**src/rtl/ifetch_seq.sv**
```systemverilog
// ---------------------------------------------------------------------------------------------
// ifetch_seq -- instruction-fetch sequencer
//
// Owns the program counter and fetches WORDS consecutive memory words per instruction into a
// wide instruction register, using a simple request / memory-function-complete handshake.
// The assembled instruction is offered to decode with a valid/ready handshake. If memory does
// not answer within TIMEOUT request cycles the fetch is abandoned and a sticky fault is raised.
//
// Parameters
//   ADDR_W    width of pc, pc_target and mem_addr
//   DATA_W    memory word width
//   WORDS     memory words per instruction (>= 1)
//   TIMEOUT   max request cycles waiting for MFC; 0 waits forever
//   RESET_PC  pc value after reset
//
// Ports
//   clk        in   rising-edge clock
//   rst        in   asynchronous active-low reset
//   start      in   fetch instruction at pc (sampled in IDLE)
//   pc_load    in   load pc_target into pc (sampled in IDLE only, beats start)
//   pc_target  in   branch/jump target
//   mem_addr   out  registered memory address
//   mem_EN     out  memory enable (high only while requesting)
//   mem_RW     out  1 = read (high only while requesting)
//   mem_rdata  in   memory read data, valid with MFC
//   MFC        in   memory function complete
//   ir_word    out  instruction; word k at [k*DATA_W +: DATA_W]
//   ir_valid   out  ir_word valid
//   ir_ready   in   decode accepts ir_word
//   pc         out  current program counter
//   busy       out  sequencer not idle
//   fault      out  last fetch timed out (sticky until next accepted start)
// ---------------------------------------------------------------------------------------------

module ifetch_seq #(
    parameter int unsigned ADDR_W   = 8,
    parameter int unsigned DATA_W   = 8,
    parameter int unsigned WORDS    = 2,
    parameter int unsigned TIMEOUT  = 16,
    parameter int unsigned RESET_PC = 0
) (
    input  logic                      clk,
    input  logic                      rst,
    input  logic                      start,
    input  logic                      pc_load,
    input  logic [ADDR_W-1:0]         pc_target,
    output logic [ADDR_W-1:0]         mem_addr,
    output logic                      mem_EN,
    output logic                      mem_RW,
    input  logic [DATA_W-1:0]         mem_rdata,
    input  logic                      MFC,
    output logic [DATA_W*WORDS-1:0]   ir_word,
    output logic                      ir_valid,
    input  logic                      ir_ready,
    output logic [ADDR_W-1:0]         pc,
    output logic                      busy,
    output logic                      fault
);

    localparam int unsigned WCNT_W = (WORDS > 1) ? $clog2(WORDS) : 1;
    localparam int unsigned TCNT_W = (TIMEOUT > 1) ? $clog2(TIMEOUT) : 1;

    localparam logic [WCNT_W-1:0] WLAST    = WCNT_W'(WORDS - 1);
    // Value of tcnt on the last permitted request cycle.
    localparam logic [TCNT_W-1:0] TLAST    = TCNT_W'((TIMEOUT == 0) ? 0 : TIMEOUT - 1);
    localparam logic [ADDR_W-1:0] PC_STEP  = ADDR_W'(WORDS);
    localparam logic [ADDR_W-1:0] PC_RESET = ADDR_W'(RESET_PC);

    typedef enum logic [2:0] {
        StIdle,
        StAddr,
        StReq,
        StNext,
        StValid,
        StFault
    } state_e;

    state_e                    state_q, state_d;
    logic [ADDR_W-1:0]         pc_q, pc_d;
    logic [WCNT_W-1:0]         wcnt_q, wcnt_d;
    logic [TCNT_W-1:0]         tcnt_q, tcnt_d;
    logic [ADDR_W-1:0]         mem_addr_q, mem_addr_d;
    logic                      mem_en_q, mem_en_d;
    logic                      mem_rw_q, mem_rw_d;
    logic [DATA_W*WORDS-1:0]   ir_word_q, ir_word_d;
    logic                      ir_valid_q, ir_valid_d;
    logic                      fault_q, fault_d;

    // Next-state logic. mem_EN/mem_RW and ir_valid are registered, so they are set on the
    // transition into the state they belong to and cleared on the transition out of it.
    always_comb begin
        state_d    = state_q;
        pc_d       = pc_q;
        wcnt_d     = wcnt_q;
        tcnt_d     = tcnt_q;
        mem_addr_d = mem_addr_q;
        mem_en_d   = mem_en_q;
        mem_rw_d   = mem_rw_q;
        ir_word_d  = ir_word_q;
        ir_valid_d = ir_valid_q;
        fault_d    = fault_q;

        unique case (state_q)
            StIdle: begin
                if (pc_load) begin
                    pc_d = pc_target;
                end else if (start) begin
                    wcnt_d    = '0;
                    fault_d   = 1'b0;
                    ir_word_d = '0;
                    state_d   = StAddr;
                end
            end

            StAddr: begin
                mem_addr_d = pc_q + ADDR_W'(wcnt_q);
                tcnt_d     = '0;
                mem_en_d   = 1'b1;
                mem_rw_d   = 1'b1;
                state_d    = StReq;
            end

            StReq: begin
                if (MFC) begin
                    // Completion on the last permitted cycle is taken, not the timeout.
                    for (int k = 0; k < int'(WORDS); k++) begin
                        if (wcnt_q == WCNT_W'(k)) begin
                            ir_word_d[k*DATA_W +: DATA_W] = mem_rdata;
                        end
                    end
                    mem_en_d = 1'b0;
                    mem_rw_d = 1'b0;
                    state_d  = StNext;
                end else begin
                    tcnt_d = tcnt_q + 1'b1;
                    if ((TIMEOUT != 0) && (tcnt_q == TLAST)) begin
                        mem_en_d = 1'b0;
                        mem_rw_d = 1'b0;
                        state_d  = StFault;
                    end
                end
            end

            StNext: begin
                if (wcnt_q == WLAST) begin
                    pc_d       = pc_q + PC_STEP;
                    ir_valid_d = 1'b1;
                    state_d    = StValid;
                end else begin
                    wcnt_d  = wcnt_q + 1'b1;
                    state_d = StAddr;
                end
            end

            StValid: begin
                if (ir_ready) begin
                    ir_valid_d = 1'b0;
                    state_d    = StIdle;
                end
            end

            StFault: begin
                // pc is left pointing at the instruction that failed so it can be retried.
                fault_d = 1'b1;
                state_d = StIdle;
            end

            default: begin
                state_d = StIdle;
            end
        endcase
    end

    always_ff @(posedge clk or negedge rst) begin
        if (!rst) begin
            state_q    <= StIdle;
            pc_q       <= PC_RESET;
            wcnt_q     <= '0;
            tcnt_q     <= '0;
            mem_addr_q <= '0;
            mem_en_q   <= 1'b0;
            mem_rw_q   <= 1'b0;
            ir_word_q  <= '0;
            ir_valid_q <= 1'b0;
            fault_q    <= 1'b0;
        end else begin
            state_q    <= state_d;
            pc_q       <= pc_d;
            wcnt_q     <= wcnt_d;
            tcnt_q     <= tcnt_d;
            mem_addr_q <= mem_addr_d;
            mem_en_q   <= mem_en_d;
            mem_rw_q   <= mem_rw_d;
            ir_word_q  <= ir_word_d;
            ir_valid_q <= ir_valid_d;
            fault_q    <= fault_d;
        end
    end

    assign mem_addr = mem_addr_q;
    assign mem_EN   = mem_en_q;
    assign mem_RW   = mem_rw_q;
    assign ir_word  = ir_word_q;
    assign ir_valid = ir_valid_q;
    assign pc       = pc_q;
    assign fault    = fault_q;
    assign busy     = (state_q != StIdle);

endmodule

```
**config.mk**
```make
export PLATFORM = sky130hd
export DESIGN_NAME = ifetch_seq
export DESIGN_NICKNAME = d
export VERILOG_FILES = /design/src/rtl/ifetch_seq.sv
export SDC_FILE = /design/constraint.sdc
export NUM_CORES = 1
export LEC_CHECK = 0
export CORE_UTILIZATION = 45
export DETAILED_ROUTE_END_ITERATION = 8
export GPL_ROUTABILITY_DRIVEN = 0
export PLACE_DENSITY_LB_ADDON = 0.1
export SLEW_MARGIN = 20
export SYNTH_ARGS = -nofsm -noshare
export SYNTH_HDL_FRONTEND = slang
export SYNTH_SLANG_ARGS = --single-unit
```
**constraint.sdc**
```tcl
create_clock -name clk -period 4.03 [get_ports clk]
set_input_delay 0.403 -clock clk [delete_from_list [all_inputs] [get_ports clk]]
set_output_delay 0.403 -clock clk [all_outputs]
set_load 0.01 [all_outputs]
```
==> impl_metrics.prom <==
# TYPE chip_impl_metric gauge
chip_impl_info{name="outcome",value="completed"} 1
chip_impl_metric{name="grt_first_pass_wirelength",unit="um"} 7290
chip_impl_metric{name="synth_enable_flop_cells",unit=""} 0
chip_impl_metric{name="design.die.area",unit="mm2"} 0.00493
chip_impl_metric{name="postRouteAntennaNets",unit=""} 0
chip_impl_metric{name="drc",unit=""} 0
chip_impl_info{name="ys_flop_type",value="sky130_fd_sc_hd__dfrtp_1"} 1
chip_impl_metric{name="number_of_hold_repair_buffers_added_at_the_cts_stage",unit=""} 0
chip_impl_metric{name="synth_adder_area_share",unit=""} 0.0239
chip_impl_metric{name="max_cap_violations",unit=""} 0
chip_impl_metric{name="number_of_warnings_printed_during_yosys_synthesis",unit=""} 0
chip_impl_metric{name="synth.mux.area_fraction",unit=""} 0.107
chip_impl_metric{name="vias_per_cell",unit=""} 5.32
chip_impl_info{name="rsz0062_at_grt",value="false"} 1
chip_impl_metric{name="boundaryPins",unit=""} 59
chip_impl_metric{name="synth_top_cell_area_share",unit=""} 0.513
chip_impl_metric{name="clock_skew",unit="ns"} 0.00793
chip_impl_metric{name="fmaxAchievable",unit="MHz"} 458
chip_impl_metric{name="cts_made_buffers",unit=""} 5
chip_impl_metric{name="multi_input_comb_area",unit="um2"} 960
chip_impl_metric{name="worst_path_arrival",unit="ns"} 1.78
chip_impl_metric{name="drt-pass1-iter-count",unit=""} 4
chip_impl_metric{name="synth_compound_gate_area_share",unit=""} 0.127
chip_impl_metric{name="power_leakage",unit="nW"} 1.22
chip_impl_metric{name="nNetsFinal",unit=""} 282
chip_impl_metric{name="critical_path.max_fanout",unit=""} 15
chip_impl_metric{name="cts_setup_buffers",unit=""} 0
chip_impl_metric{name="globalRouteTotalUtil",unit=""} 0.190
chip_impl_metric{name="min_period_over_period",unit=""} 0.542
chip_impl_metric{name="clk_sinks",unit=""} 43
chip_impl_metric{name="initial_utilization",unit=""} 0.475
chip_impl_metric{name="worst_slew_margin_rel",unit=""} 0.281
chip_impl_metric{name="synth.lib_cells_used.distinct",unit=""} 42
chip_impl_metric{name="core_region_area",unit="mm2"} 0.00441
chip_impl_metric{name="wl",unit="um"} 4250
chip_impl_metric{name="area_growth_syn_to_layout",unit="%"} 33.4
chip_impl_metric{name="layout_min_cycle_time",unit="ns"} 2.19
chip_impl_info{name="worstSetupStartpointType",value="flip-flop"} 1
chip_impl_metric{name="post_synth.cell_area_avg",unit="um2"} 10.6
chip_impl_metric{name="clock_path_buffers",unit=""} 2
chip_impl_metric{name="synthXorXnorAreaFrac",unit=""} 0.0334
chip_impl_metric{name="max_ir_drop_vdd",unit="uV"} 338
chip_impl_metric{name="hold_violations",unit=""} 0
chip_impl_metric{name="critical_path_required",unit="ns"} 3.63
chip_impl_metric{name="port_buffers",unit=""} 58
chip_impl_metric{name="area_occupied_by_registers",unit="mm2"} 0.00108
chip_impl_metric{name="final_core_utilization",unit=""} 0.634
chip_impl_metric{name="syn_nets",unit=""} 224
chip_impl_metric{name="die_w",unit="um"} 70.2
chip_impl_info{name="synth_top_cell_by_area",value="sky130_fd_sc_hd__dfrtp_1"} 1
chip_impl_info{name="startpoint_of_the_worst_slack_reg_to_reg_timing_path",value="state_q[1]$_DFFE_PN0P_"} 1
chip_impl_metric{name="insertedDiodeCount",unit=""} 0
chip_impl_metric{name="power.total",unit="mW"} 2.07
chip_impl_metric{name="worst_slew_pin_slew",unit="ns"} 1.08
chip_impl_metric{name="asyncSetResetFlopFracSynth",unit=""} 1.00
chip_impl_info{name="holdCritPathClass",value="in2async"} 1
chip_impl_metric{name="timing.setup.tns",unit="ns"} 0
chip_impl_metric{name="cts_resized",unit=""} 0
chip_impl_metric{name="num-fill-cells",unit=""} 375
chip_impl_info{name="timing.critical_path.from",value="state_q[1]$_DFFE_PN0P_"} 1
chip_impl_metric{name="report.final.setup_viol",unit=""} 0
chip_impl_metric{name="setup_slack",unit="ns"} 1.84
chip_impl_metric{name="dp_hpwl",unit="um"} 3000
chip_impl_metric{name="number_of_antenna_violations_at_the_first_check_in_global_routing",unit=""} 0
chip_impl_metric{name="route.vias.total",unit=""} 1643
chip_impl_metric{name="number_of_global_route_vias_before_repair",unit=""} 1552
chip_impl_info{name="cts.root.buffer_cell",value="sky130_fd_sc_hd__clkbuf_8"} 1
chip_impl_metric{name="globalRoute.totalOverflow",unit=""} 0
chip_impl_info{name="endpoint_kind",value="output pin"} 1
chip_impl_metric{name="number_of_rows_created_at_floorplan",unit=""} 24
chip_impl_info{name="dominant_combinational_cell_family_by_area_after_synthesis",value="simple AND/OR/NAND/NOR gates"} 1
chip_impl_info{name="ys_top_cells_by_area",value="sky130_fd_sc_hd__dfrtp_1, sky130_fd_sc_hd__mux2_2, sky130_fd_sc_hd__nand2_1"} 1
chip_impl_metric{name="finalMaxSlewViolations",unit=""} 0
chip_impl_metric{name="worst_setup_hold_path_clk_slew",unit="ns"} 0.08
chip_impl_metric{name="share_of_synthesized_cell_area_in_and_or_nand_and_nor_gates",unit=""} 0.167
chip_impl_metric{name="synth_seq_cells",unit=""} 43
chip_impl_metric{name="clk-insertion-delay-late",unit="ns"} 0.30
chip_impl_info{name="criticalPathCategory",value="reg2out"} 1
chip_impl_metric{name="final_layout_size_suffix_gt1_frac",unit=""} 0.109
chip_impl_metric{name="clock_tree.htree_level_count",unit=""} 2
chip_impl_metric{name="detail_route.iter0.violations",unit=""} 100
chip_impl_metric{name="synth_sequential_area_ratio",unit=""} 0.513
chip_impl_info{name="cts_tree",value="built"} 1
chip_impl_metric{name="synth.cell_area",unit="mm2"} 0.00210
chip_impl_metric{name="wl_per_cell",unit="um"} 13.8
chip_impl_metric{name="grt_max_degree",unit=""} 44
chip_impl_metric{name="power-per-cell-area",unit="mW/mm2"} 738
chip_impl_metric{name="post-place-ws",unit="ns"} 1.70
chip_impl_metric{name="die_y",unit="um"} 70.2
chip_impl_metric{name="syn_inst",unit=""} 198
chip_impl_metric{name="reg2regPathDepth",unit=""} 4
## layer usage
layer	wire [um]	global-route usage	vias to the layer above
met5	0	0	-
met4	63	0.0667	0
met3	196	0.0592	6
met2	1990	0.293	40
met1	2010	0.252	792
li1	-	-	805
## where the power goes
part           switching, mW  internal [mW]
Combinational          0.455          0.550
Sequential             0.185          0.610
Clock                  0.143          0.122
Total                  0.783           1.28
## critical path, stage by stage, from the launching register on
cell and delay [ns]:
sky130_fd_sc_hd__dfrtp_1 0.53, sky130_fd_sc_hd__nor2_1 0.34, sky130_fd_sc_hd__nand2_1 0.13, sky130_fd_sc_hd__clkdlybuf4s50_1 0.49
## synthesized netlist by cell type, drive strengths merged, types with 3 or more instances
cell type and instances:
o21ai 15, o22ai 3, xnor2 4, a21oi 12, ha 4, nand2 28
nand3 9, mux2 19, xor2 4, clkbuf 3, buf 5, inv 5
nand2b 3, nor2 7, dfrtp 43, and2 8
## through the flow
stage               cell area, um2  hold slack, ns  cells
global placement              2700           0.465    300
global route                  2800         0.00246    309
detailed placement            2700           0.471    300
floorplan                     2100           0.107    198
finish                        2800         0.00294    309
CTS                           2780           0.293    308
## kinds of logic after synthesis
family                     Yosys count
AOI/OAI and AO/OA                   42
buffers and inverters               13
muxes                               20
DFF                                 43
and+or+nand+nor                     68
xor gates and xnor gates             8
adders and majority gates            4
## sequential cells by signal, indices dropped and copies added, names as in the netlist
register and flops:
mem_RW 1, state_q 3, wcnt_q 1, pc 8, tcnt_q 4, mem_addr 8
ir_word 16, fault 1, ir_valid 1
## cells in the final DEF (no fill, tap or decap), types with 2 or more instances in the layout
master	instances
sky130_fd_sc_hd__clkdlybuf4s50_1	57
sky130_fd_sc_hd__dfrtp_1	43
sky130_fd_sc_hd__nand2_1	26
sky130_fd_sc_hd__o21ai_0	15
sky130_fd_sc_hd__mux2_2	12
sky130_fd_sc_hd__a21oi_1	11
sky130_fd_sc_hd__nand3_1	9
sky130_fd_sc_hd__and2_1	8
sky130_fd_sc_hd__nor2_1	7
sky130_fd_sc_hd__mux2_1	7
sky130_fd_sc_hd__inv_1	5
sky130_fd_sc_hd__clkbuf_8	5
sky130_fd_sc_hd__xnor2_1	4
sky130_fd_sc_hd__xor2_1	4
sky130_fd_sc_hd__ha_1	4
sky130_fd_sc_hd__nand2b_1	3
sky130_fd_sc_hd__o22ai_1	3
sky130_fd_sc_hd__nand2_2	2
sky130_fd_sc_hd__a31oi_1	2
sky130_fd_sc_hd__a22oi_1	2
sky130_fd_sc_hd__nand3b_1	2
sky130_fd_sc_hd__nand4_1	2
sky130_fd_sc_hd__clkbuf_1	2
## path summary, 6_finish.rpt
check | end | slack (ns)
max in group asynchronous | state_q[0]$_DFFE_PN0P_ | 3.55
max reg2reg | tcnt_q[2]$_DFFE_PN0P_ | 1.93
min | pc[5]$_DFFE_PN0P_ | 0.003
max | busy | 1.84
min reg2reg | mem_addr[7]$_DFFE_PN0P_ | 0.48
min in group clk | mem_addr[7]$_DFFE_PN0P_ | 0.48
## cell type report
class | count | area share
clock buffers | 7 | 0.0273
clock inverters | 1 | 0.00179
inverters | 5 | 0.00671
multi-input cells | 142 | 0.343
flip-flops and latches | 43 | 0.385
well taps | 52 | 0.0233
repair buffers | 59 | 0.213
(Power assumes the default switching activity.)
